--- config.mk ---
export PLATFORM = sky130hd
export DESIGN_NAME = pipe_adder
export DESIGN_NICKNAME = d
export VERILOG_FILES = /design/src/rtl/pipe_adder.sv
export SDC_FILE = /design/constraint.sdc
export NUM_CORES = 1
export LEC_CHECK = 0
export ABC_AREA = 1
export BUFFER_PORTS_ARGS = -buffer_cell sky130_fd_sc_hd__buf_2
export CORE_AREA = 2 2 60 62
export DETAILED_ROUTE_END_ITERATION = 10
export DIE_AREA = 0 0 62 64
export PLACE_DENSITY_LB_ADDON = 0.15
export SYNTH_ARGS = -nofsm -noshare
export SYNTH_HDL_FRONTEND = slang
export SYNTH_SLANG_ARGS = --single-unit
--- constraint.sdc ---
create_clock -name clk -period 2.5 [get_ports clk]
set_input_delay 0.25 -clock clk [delete_from_list [all_inputs] [get_ports clk]]
set_output_delay 0.25 -clock clk [all_outputs]
set_load 0.01 [all_outputs]
--- src/rtl/pipe_adder.sv ---
// pipe_adder: pipelined add/subtract unit with a valid/ready handshake.
// The carry chain is cut into STAGES chunks of CHUNK bits. Each stage resolves
// one chunk and registers the partial sum, the carry into the next chunk and
// the operands still needed downstream. The last stage register is the output.
module pipe_adder #(
  parameter int WIDTH  = 8,
  parameter int STAGES = 2
) (
  input  logic             clk,
  input  logic             reset,
  input  logic             in_valid,
  output logic             in_ready,
  input  logic [WIDTH-1:0] a,
  input  logic [WIDTH-1:0] b,
  input  logic             sub,
  output logic             out_valid,
  input  logic             out_ready,
  output logic [WIDTH-1:0] s,
  output logic             co,
  output logic             ovf
);

  localparam int CHUNK = WIDTH / STAGES;
  localparam int LAST  = STAGES - 1;

  // Reject parameter combinations that cannot split the carry chain evenly.
  if (STAGES < 1 || STAGES > WIDTH || (WIDTH % STAGES) != 0) begin : gBadParams
    $error("pipe_adder: WIDTH must be a multiple of STAGES and 1 <= STAGES <= WIDTH");
  end

  // Per-stage pipeline registers.
  logic             stageValid_q [STAGES];
  logic [WIDTH-1:0] opA_q        [STAGES];
  logic [WIDTH-1:0] opB_q        [STAGES];
  logic [WIDTH-1:0] sum_q        [STAGES];
  logic             carry_q      [STAGES];

  // Inputs seen by each stage (ports for stage 0, previous register otherwise).
  logic             srcValid [STAGES];
  logic [WIDTH-1:0] srcA     [STAGES];
  logic [WIDTH-1:0] srcB     [STAGES];
  logic [WIDTH-1:0] srcSum   [STAGES];
  logic             srcCarry [STAGES];

  // Next-state values for the data registers of each stage.
  logic [WIDTH-1:0] sum_d   [STAGES];
  logic             carry_d [STAGES];

  logic advance;

  // The whole pipeline moves together whenever the output slot can be vacated.
  assign advance  = out_ready || !stageValid_q[LAST];
  assign in_ready = advance;

  // Route stage inputs and resolve one chunk of the carry chain per stage.
  // Subtraction is A + ~B + 1, so stage 0 takes the inverted operand and
  // uses sub as its carry-in.
  always_comb begin
    logic [CHUNK:0] chunkSum;
    chunkSum    = '0;
    srcValid[0] = in_valid;
    srcA[0]     = a;
    srcB[0]     = sub ? ~b : b;
    srcSum[0]   = '0;
    srcCarry[0] = sub;
    for (int k = 1; k < STAGES; k++) begin
      srcValid[k] = stageValid_q[k-1];
      srcA[k]     = opA_q[k-1];
      srcB[k]     = opB_q[k-1];
      srcSum[k]   = sum_q[k-1];
      srcCarry[k] = carry_q[k-1];
    end
    for (int k = 0; k < STAGES; k++) begin
      chunkSum = {1'b0, srcA[k][k*CHUNK +: CHUNK]}
               + {1'b0, srcB[k][k*CHUNK +: CHUNK]}
               + {{CHUNK{1'b0}}, srcCarry[k]};
      sum_d[k]                   = srcSum[k];
      sum_d[k][k*CHUNK +: CHUNK] = chunkSum[CHUNK-1:0];
      carry_d[k]                 = chunkSum[CHUNK];
    end
  end

  // Shift beats through the stages. Valid bits (bubbles included) move on
  // every advancing edge; data registers only load real beats so the outputs
  // keep their last result while out_valid is low.
  always_ff @(posedge clk) begin
    if (reset) begin
      for (int k = 0; k < STAGES; k++) begin
        stageValid_q[k] <= 1'b0;
        opA_q[k]        <= '0;
        opB_q[k]        <= '0;
        sum_q[k]        <= '0;
        carry_q[k]      <= 1'b0;
      end
    end else if (advance) begin
      for (int k = 0; k < STAGES; k++) begin
        stageValid_q[k] <= srcValid[k];
        if (srcValid[k]) begin
          opA_q[k]   <= srcA[k];
          opB_q[k]   <= srcB[k];
          sum_q[k]   <= sum_d[k];
          carry_q[k] <= carry_d[k];
        end
      end
    end
  end

  // Signed overflow: operands of equal sign producing a result of the other sign.
  assign out_valid = stageValid_q[LAST];
  assign s         = sum_q[LAST];
  assign co        = carry_q[LAST];
  assign ovf       = (opA_q[LAST][WIDTH-1] == opB_q[LAST][WIDTH-1])
                  && (sum_q[LAST][WIDTH-1] != opA_q[LAST][WIDTH-1]);

endmodule

==> qor.csv, run 1 <==
metric,value,unit
status,completed,
Worst Path Buf+Inv,1,
main combinational cell family by area after synthesis,simple AND/OR/NAND/NOR gates,
share of the synthesized area in the top cell type,0.5455,
Total GRT Usage,0.1201,
post-synthesis mux area share,0,
Post-DRT Antenna Nets,0,
Num CTS Buffers,3,
hold buffers post-CTS,0,
cell area power density,606.9,nW/um^2
async set-reset flop share out of synthesis,0,
combinational power share,0.190,
Slew Limit Fails,0,
Worst Setup Path Type,flip-flop to flip-flop,
H-Tree Depth,1,
Slowest Stage Delay on Critical Path,0.42,ns
top_reg_cell synth,edfxtp_1,
clock buffer depth,2,
CP required,2.55,ns
first-pass GRT wire length,3615,um
Root Driver,clkbuf_4,
Sink Count,26,
Overflow after GRT,0,
part of the power in registers,0.534,
synth unique cells,19,
fmax,588.5,MHz
Hold Crit Class,input pin to flip-flop,
wire length per cell,9.255,um
chip width,62,um
CTS tree,built,
VDD IR max,218.7,uV
Int Pwr,772.7,uW
sequential area share after synthesis,0.5455,
First-pass DRT Iterations,2,
final hold violation count,0,
Die Ht,64,um
CP Launch Type,flip-flop,
WP data arrival,1.75,ns
yosys warns,0,
Clock transition at path regs,0.14,ns
DR vias,921,
Commonest cells post-synth,"inv_1, edfxtp_1, nor2_1",
Syn-to-layout area delta,17.57,%
CP max stage cell,edfxtp_1,
IO buf count,32,
synth top area cells,"edfxtp_1, inv_1, nor2_1, ha_1, fa_1",
largest net degree at the start of global routing,25,
initial antenna violation count,0,
Post-Layout Cell Count,216,
WP depth,6,
num ports,33,
Worst path top cell family by delay,adder cells,
post-synthesis compound-gate area fraction,0.05857,
"FF+latch count, synth",26,
Post-Syn Instances,135,
Synth Area in XOR/XNOR,0.04895,
Synth Area per Inst,10.60,sq um
"most used cell, CP",fa_1,
Final setup viols,0,
Synth area leader,edfxtp_1,
Synth Area in Simple Gates,0.1477,
most common cell in the netlist,inv_1,
num rows,21,
number of synthesized flops with an enable pin,26,
Hold Path Depth,3,
GPL Wtd Cong,0.7692,
Max-slew headroom,0.5483,
Core ar.,3284,sq um
ant diodes,0,
fin crit share,0.6797,
crit-path max FO,2,
via/cell ratio,4.264,
DP HPWL,1593,um
layout cells sized above 1,0.2765,
Leak,0.8141,nW
starting DRC count in detailed routing,5,
Net Switching,248.5,uW
worst-margin pin slew,0.6743,ns
Sw Ratio,0.2434,
critical path capture point type,flip-flop,
Post-route DRC,0,
postcts setup bufs,0,
crit path time final,1.699,ns
Final #Nets,201,
Reg2Reg Depth,6,
Max-cap violations,0,
Initial Utilization,0.4358,
total placed cells including tap cells,212,
RSZ-0062 raised after global routing,false,
latest clock arrival within the worst-skew pair,0.31,ns
worst-case clock skew,0.005808,ns
Clk pwr share,0.277,
critical-path cell list,fa_1 > inv_1 > fa_1 > nor2_1 > o21ai_0 > a21oi_1,
die footprint,3968,sq um
Total Wirelength,1999,um
sum of negative setup slack,0,ns
Netlist Area Pre-Place,1431,sq um
post-cts sizing count,0,
adder-cell share of the synthesized area,0.09441,
vias in the first global route,884,
Syn Nets,165,
## cell families after synthesis
family	after synthesis
compound gates	12
xor+xnor	8
flops	26
fa+ha+maj	9
buf+inv	34
simple gates	46
## registers in the layout, summed over array words and instances (netlist names)
signal / count
sum_q: 12
opA_q: 5
opB_q: 5
carry_q: 2
stageValid_q: 2
## worst register-to-register path: stages (launching register included)
cell,delay (ns)
edfxtp_1,0.42
fa_1,0.42
inv_1,0.10
fa_1,0.20
nor2_1,0.06
o21ai_0,0.15
a21oi_1,0.08
## power groups by stage
stage               clock (mW)  combinational (mW)  sequential, mW
global route             0.301               0.228           0.552
global placement             0               0.193           0.554
CTS                      0.289               0.198           0.546
detailed placement           0               0.196           0.556
floorplan                    0               0.130           0.564
finish                   0.283               0.194           0.545
## cells in the final DEF, fill, tap and decap left out
cell type / instances
buf_2: 32
inv_1: 31
nor2_1: 26
edfxtp_1: 26
nand2_1: 12
ha_1: 6
xnor2_1: 5
a21oi_1: 4
o21ai_0: 4
nand2_4: 3
xor2_1: 3
fa_1: 3
clkbuf_4: 3
a21oi_2: 2
buf_4: 2
nand2_2: 1
o21ai_1: 1
o211ai_4: 1
nor3_1: 1
nand3_2: 1
nor3b_1: 1
nor2_2: 1
bufinv_16: 1
## metal layers
layer	GRT usage	routed length, um	share of wire
met1	0.1571	887	0.44
met4	0.05585	27	0.014
met5	0	0	0
met2	0.1914	983	0.49
met3	0.01619	101	0.051
## final cells by class
class | instances | area (sq um)
Clock buffer | 3 | 22.52
Clock inverter | 1 | 30.03
Fill cell | 315 | 1602
Inverter | 31 | 116.4
Multi-Input combinational cell | 75 | 500.5
Sequential cell | 26 | 780.7
Tap cell | 46 | 57.56
Timing Repair Buffer | 34 | 175.2
## stage by stage
stage | setup slack (ns) | hold WS (ns) | utilization | area, sq um | total power [mW]
final | 0.8009 | 0.2300 | 0.5124 | 1683 | 1.021
after CTS | 0.7998 | 0.2142 | 0.5124 | 1683 | 1.033
after global placement | 0.8126 | 0.5384 | 0.4964 | 1630 | 0.7468
after floorplan | 0.4564 | 0.4580 | - | 1431 | 0.6939
after detailed placement | 0.7552 | 0.5487 | 0.4964 | 1630 | 0.7528
after global routing | 0.6833 | 0.2628 | 0.5124 | 1683 | 1.080
## path summary, 6_finish.rpt
kind         slack (ns)                          end                 startpoint
max                0.80  carry_q[0][1]$_SDFFCE_PN0P_  opA_q[0][4]$_SDFFCE_PN0P_
min                0.23    opA_q[0][4]$_SDFFCE_PN0P_                       a[4]
max reg2reg        0.80  carry_q[0][1]$_SDFFCE_PN0P_  opA_q[0][4]$_SDFFCE_PN0P_
min reg2reg        0.58    sum_q[0][8]$_SDFFCE_PN0P_  sum_q[0][0]$_SDFFCE_PN0P_
(Power assumes the default switching activity.)
==> run 2: changes to the inputs <==
clock period = 1.4 ns   (was 2.5 ns; I/O delays follow)
==> run 2 against run 1 <==
Effect of this change:
- the flow now finishes with violations (setup timing)
- count of clock-buffer cells in the layout unchanged
- clock skew decreased by 0.0049 ns
- worst setup slack got worse by 0.95 ns
- total power increased by 85%
- non-clock buffer count increased by 7
- die area unchanged
- via count increased by 3.3%
- maximum frequency increased by 9.5%
- design area increased by 7.1%
- critical path type unchanged
- largest cell class unchanged
- largest power group unchanged
- highest routed layer unchanged
==> qor.csv, run 2 (synthesized netlist as in run 1, its figures left out) <==
metric,value,unit,change
Hold Crit Class,input pin to flip-flop,,
Worst Path Buf+Inv,1,,unchanged
worst-case clock skew,0.0009395,ns,-0.004868 ns
Total GRT Usage,0.1313,,+0.01122
WP depth,6,,unchanged
First-pass DRT Iterations,4,,+2
max reg flops,12,,unchanged
DP HPWL,1741,um,+9.3%
final hold violation count,0,,unchanged
Post-DRT Antenna Nets,0,,unchanged
Final WS setup,-0.1515,ns,-0.9523 ns
layout cells sized above 1,0.3616,,+0.08511
Net Switching,472.4,uW,+90%
largest net degree at the start of global routing,16,,-36%
Core ar.,3284,sq um,unchanged
Initial Utilization,0.4358,,unchanged
latest clock arrival within the worst-skew pair,0.32,ns,about the same
initial antenna violation count,0,,unchanged
num rows,21,,unchanged
Sink Count,26,,unchanged
IO buf count,32,,unchanged
combinational power share,0.214,,+0.024
worst-margin pin slew,0.2686,ns,-0.4057 ns
Worst R2R Setup Slack,-0.15,ns,-0.95 ns
Total Wirelength,2145,um,+7.3%
Int Pwr,1.419,mW,+84%
total placed cells including tap cells,218,,+2.8%
Max-cap violations,0,,unchanged
Clock transition at path regs,0.14,ns,about the same
GPL Wtd Cong,0.7640,,-0.68%
status,"finished, violations left",,
largest register by flop count,sum_q,,
failing checks,setup timing,,
Post-route DRC,0,,unchanged
clock buffer depth,2,,unchanged
Num CTS Buffers,3,,unchanged
crit-path max FO,2,,unchanged
Worst path top cell family by delay,adder cells,,
"most used cell, CP",fa_2,,
vias in the first global route,980,,+11%
DR vias,951,,+3.3%
cell area power density,1049,nW/um^2,+73%
most frequent cells in the layout,"buf_2, inv_1, edfxtp_1",,
biggest registers after layout,"sum_q (12), opA_q (5), opB_q (5)",,
Slew Limit Fails,0,,unchanged
"leading cell type in the layout, fill and taps excluded",buf_2,,
reg2reg end,carry_q[0][1]$_SDFFCE_PN0P_,,
Post-Layout Cell Count,223,,+3.2%
critical path capture point type,flip-flop,,
Leak,0.8597,nW,+5.6%
Sw Ratio,0.2497,,+0.006365
crit path time final,1.551,ns,-0.1477 ns
CP max stage cell,edfxtp_1,,
RSZ-0062 raised after global routing,true,,
WP data arrival,1.65,ns,-0.10 ns
fin crit share,1.108,,+0.4285
Reg2Reg Depth,6,,unchanged
Setup crit end,carry_q[0][1]$_SDFFCE_PN0P_,,
Slowest Stage Delay on Critical Path,0.43,ns,about the same
CP Launch Type,flip-flop,,
Root Driver,clkbuf_4,,
Final setup viols,4,,+4
VDD IR max,422.7,uV,+93%
ant diodes,0,,unchanged
Max-slew headroom,0.8203,,+0.2720
launch point of the worst path,opA_q[0][4]$_SDFFCE_PN0P_,,
Overflow after GRT,0,,unchanged
num ports,33,,unchanged
CP required,1.50,ns,-1.05 ns
Die Ht,64,um,unchanged
wire length per cell,9.619,um,+3.9%
chip width,62,um,unchanged
Worst Setup Path Type,flip-flop to flip-flop,,
CTS tree,built,,
critical-path cell list,fa_2 > inv_2 > fa_2 > nor2_2 > o21ai_1 > a21oi_1,,
H-Tree Depth,1,,unchanged
die footprint,3968,sq um,unchanged
via/cell ratio,4.265,,about the same
starting DRC count in detailed routing,20,,+15
part of the power in registers,0.515,,-0.019
Worst R2R Start,opA_q[0][4]$_SDFFCE_PN0P_,,
fmax,644.6,MHz,+9.5%
"Core Util, Final",0.5490,,+0.03657
pre-CTS WS,-0.1597,ns,-0.9149 ns
Final #Nets,208,,+3.5%
Clk pwr share,0.271,,-0.006
first-pass GRT wire length,3808,um,+5.3%
Syn-to-layout area delta,25.96,%,
## run 2: cell count changes in the layout (fill, tap and decap cells not counted), sizes merged
cell,previous run,this run
buf,34,41
## run 2: worst min-delay path by stage
stage	start	to	slack, ns	cells past startpoint
after floorplan	a[4]	opA_q[0][4]$_SDFFCE_PN0P_	0.35	2
after global placement	a[5]	opA_q[0][5]$_SDFFCE_PN0P_	0.44	3
after detailed placement	a[5]	opA_q[0][5]$_SDFFCE_PN0P_	0.45	3
after CTS	a[5]	opA_q[0][5]$_SDFFCE_PN0P_	0.1	3
after global routing	a[6]	opA_q[0][6]$_SDFFCE_PN0P_	0.11	3
final	a[5]	opA_q[0][5]$_SDFFCE_PN0P_	0.10	3
## run 2: layout make-up
class | instances | area, sq um
fillers | 301 | 1481
flip-flops and latches | 26 | 780.7
multi-input cells | 75 | 543.0
repair buffers | 41 | 252.7
inverters | 31 | 116.4
well taps | 46 | 57.56
clock inverters | 1 | 30.03
clock buffers | 3 | 22.52
## run 2: layer usage
layer	up-vias	global-route usage	part of all wire
li1	506	-	-
met1	407	0.1397	0.41
met2	30	0.2253	0.49
met3	8	0.02227	0.055
met4	0	0.08777	0.040
met5	-	0	0
## run 2: worst min-delay path, cell delays in order
cell and delay [ns]:
buf_2 0.07, inv_1 0.03, nor2_2 0.08
## run 2: through the flow
stage	hold slack, ns	total power [mW]	setup TNS (ns)	area, sq um
6_report	0.1038	1.892	-0.4502	1803
5_1_grt	0.1121	1.999	-0.6913	1803
4_1_cts	0.09925	1.907	-0.5280	1793
2_1_floorplan	0.3480	1.253	-0.2308	1461
3_3_place_gp	0.4401	1.380	-0.4455	1730
3_5_place_dp	0.4497	1.391	-0.6367	1730
## run 2: repair_timing
item                                    in CTS  in global routing
endpoints found under the hold margin        0                  0
endpoints found under the setup margin       4                  5
pin swaps                                    4                  5
gates cloned                                 0                  0
hold buffers                                 0                  0
buffers inserted                             1                  0
resized for setup                            2                  3
## run 2: power groups by stage
stage / Combinational, mW / Clock, mW / Sequential (mW)
3_5_place_dp: 0.398 / 0 / 0.993
3_3_place_gp: 0.389 / 0 / 0.991
4_1_cts: 0.406 / 0.526 / 0.975
5_1_grt: 0.469 / 0.545 / 0.986
6_report: 0.404 / 0.513 / 0.974
2_1_floorplan: 0.246 / 0 / 1.01
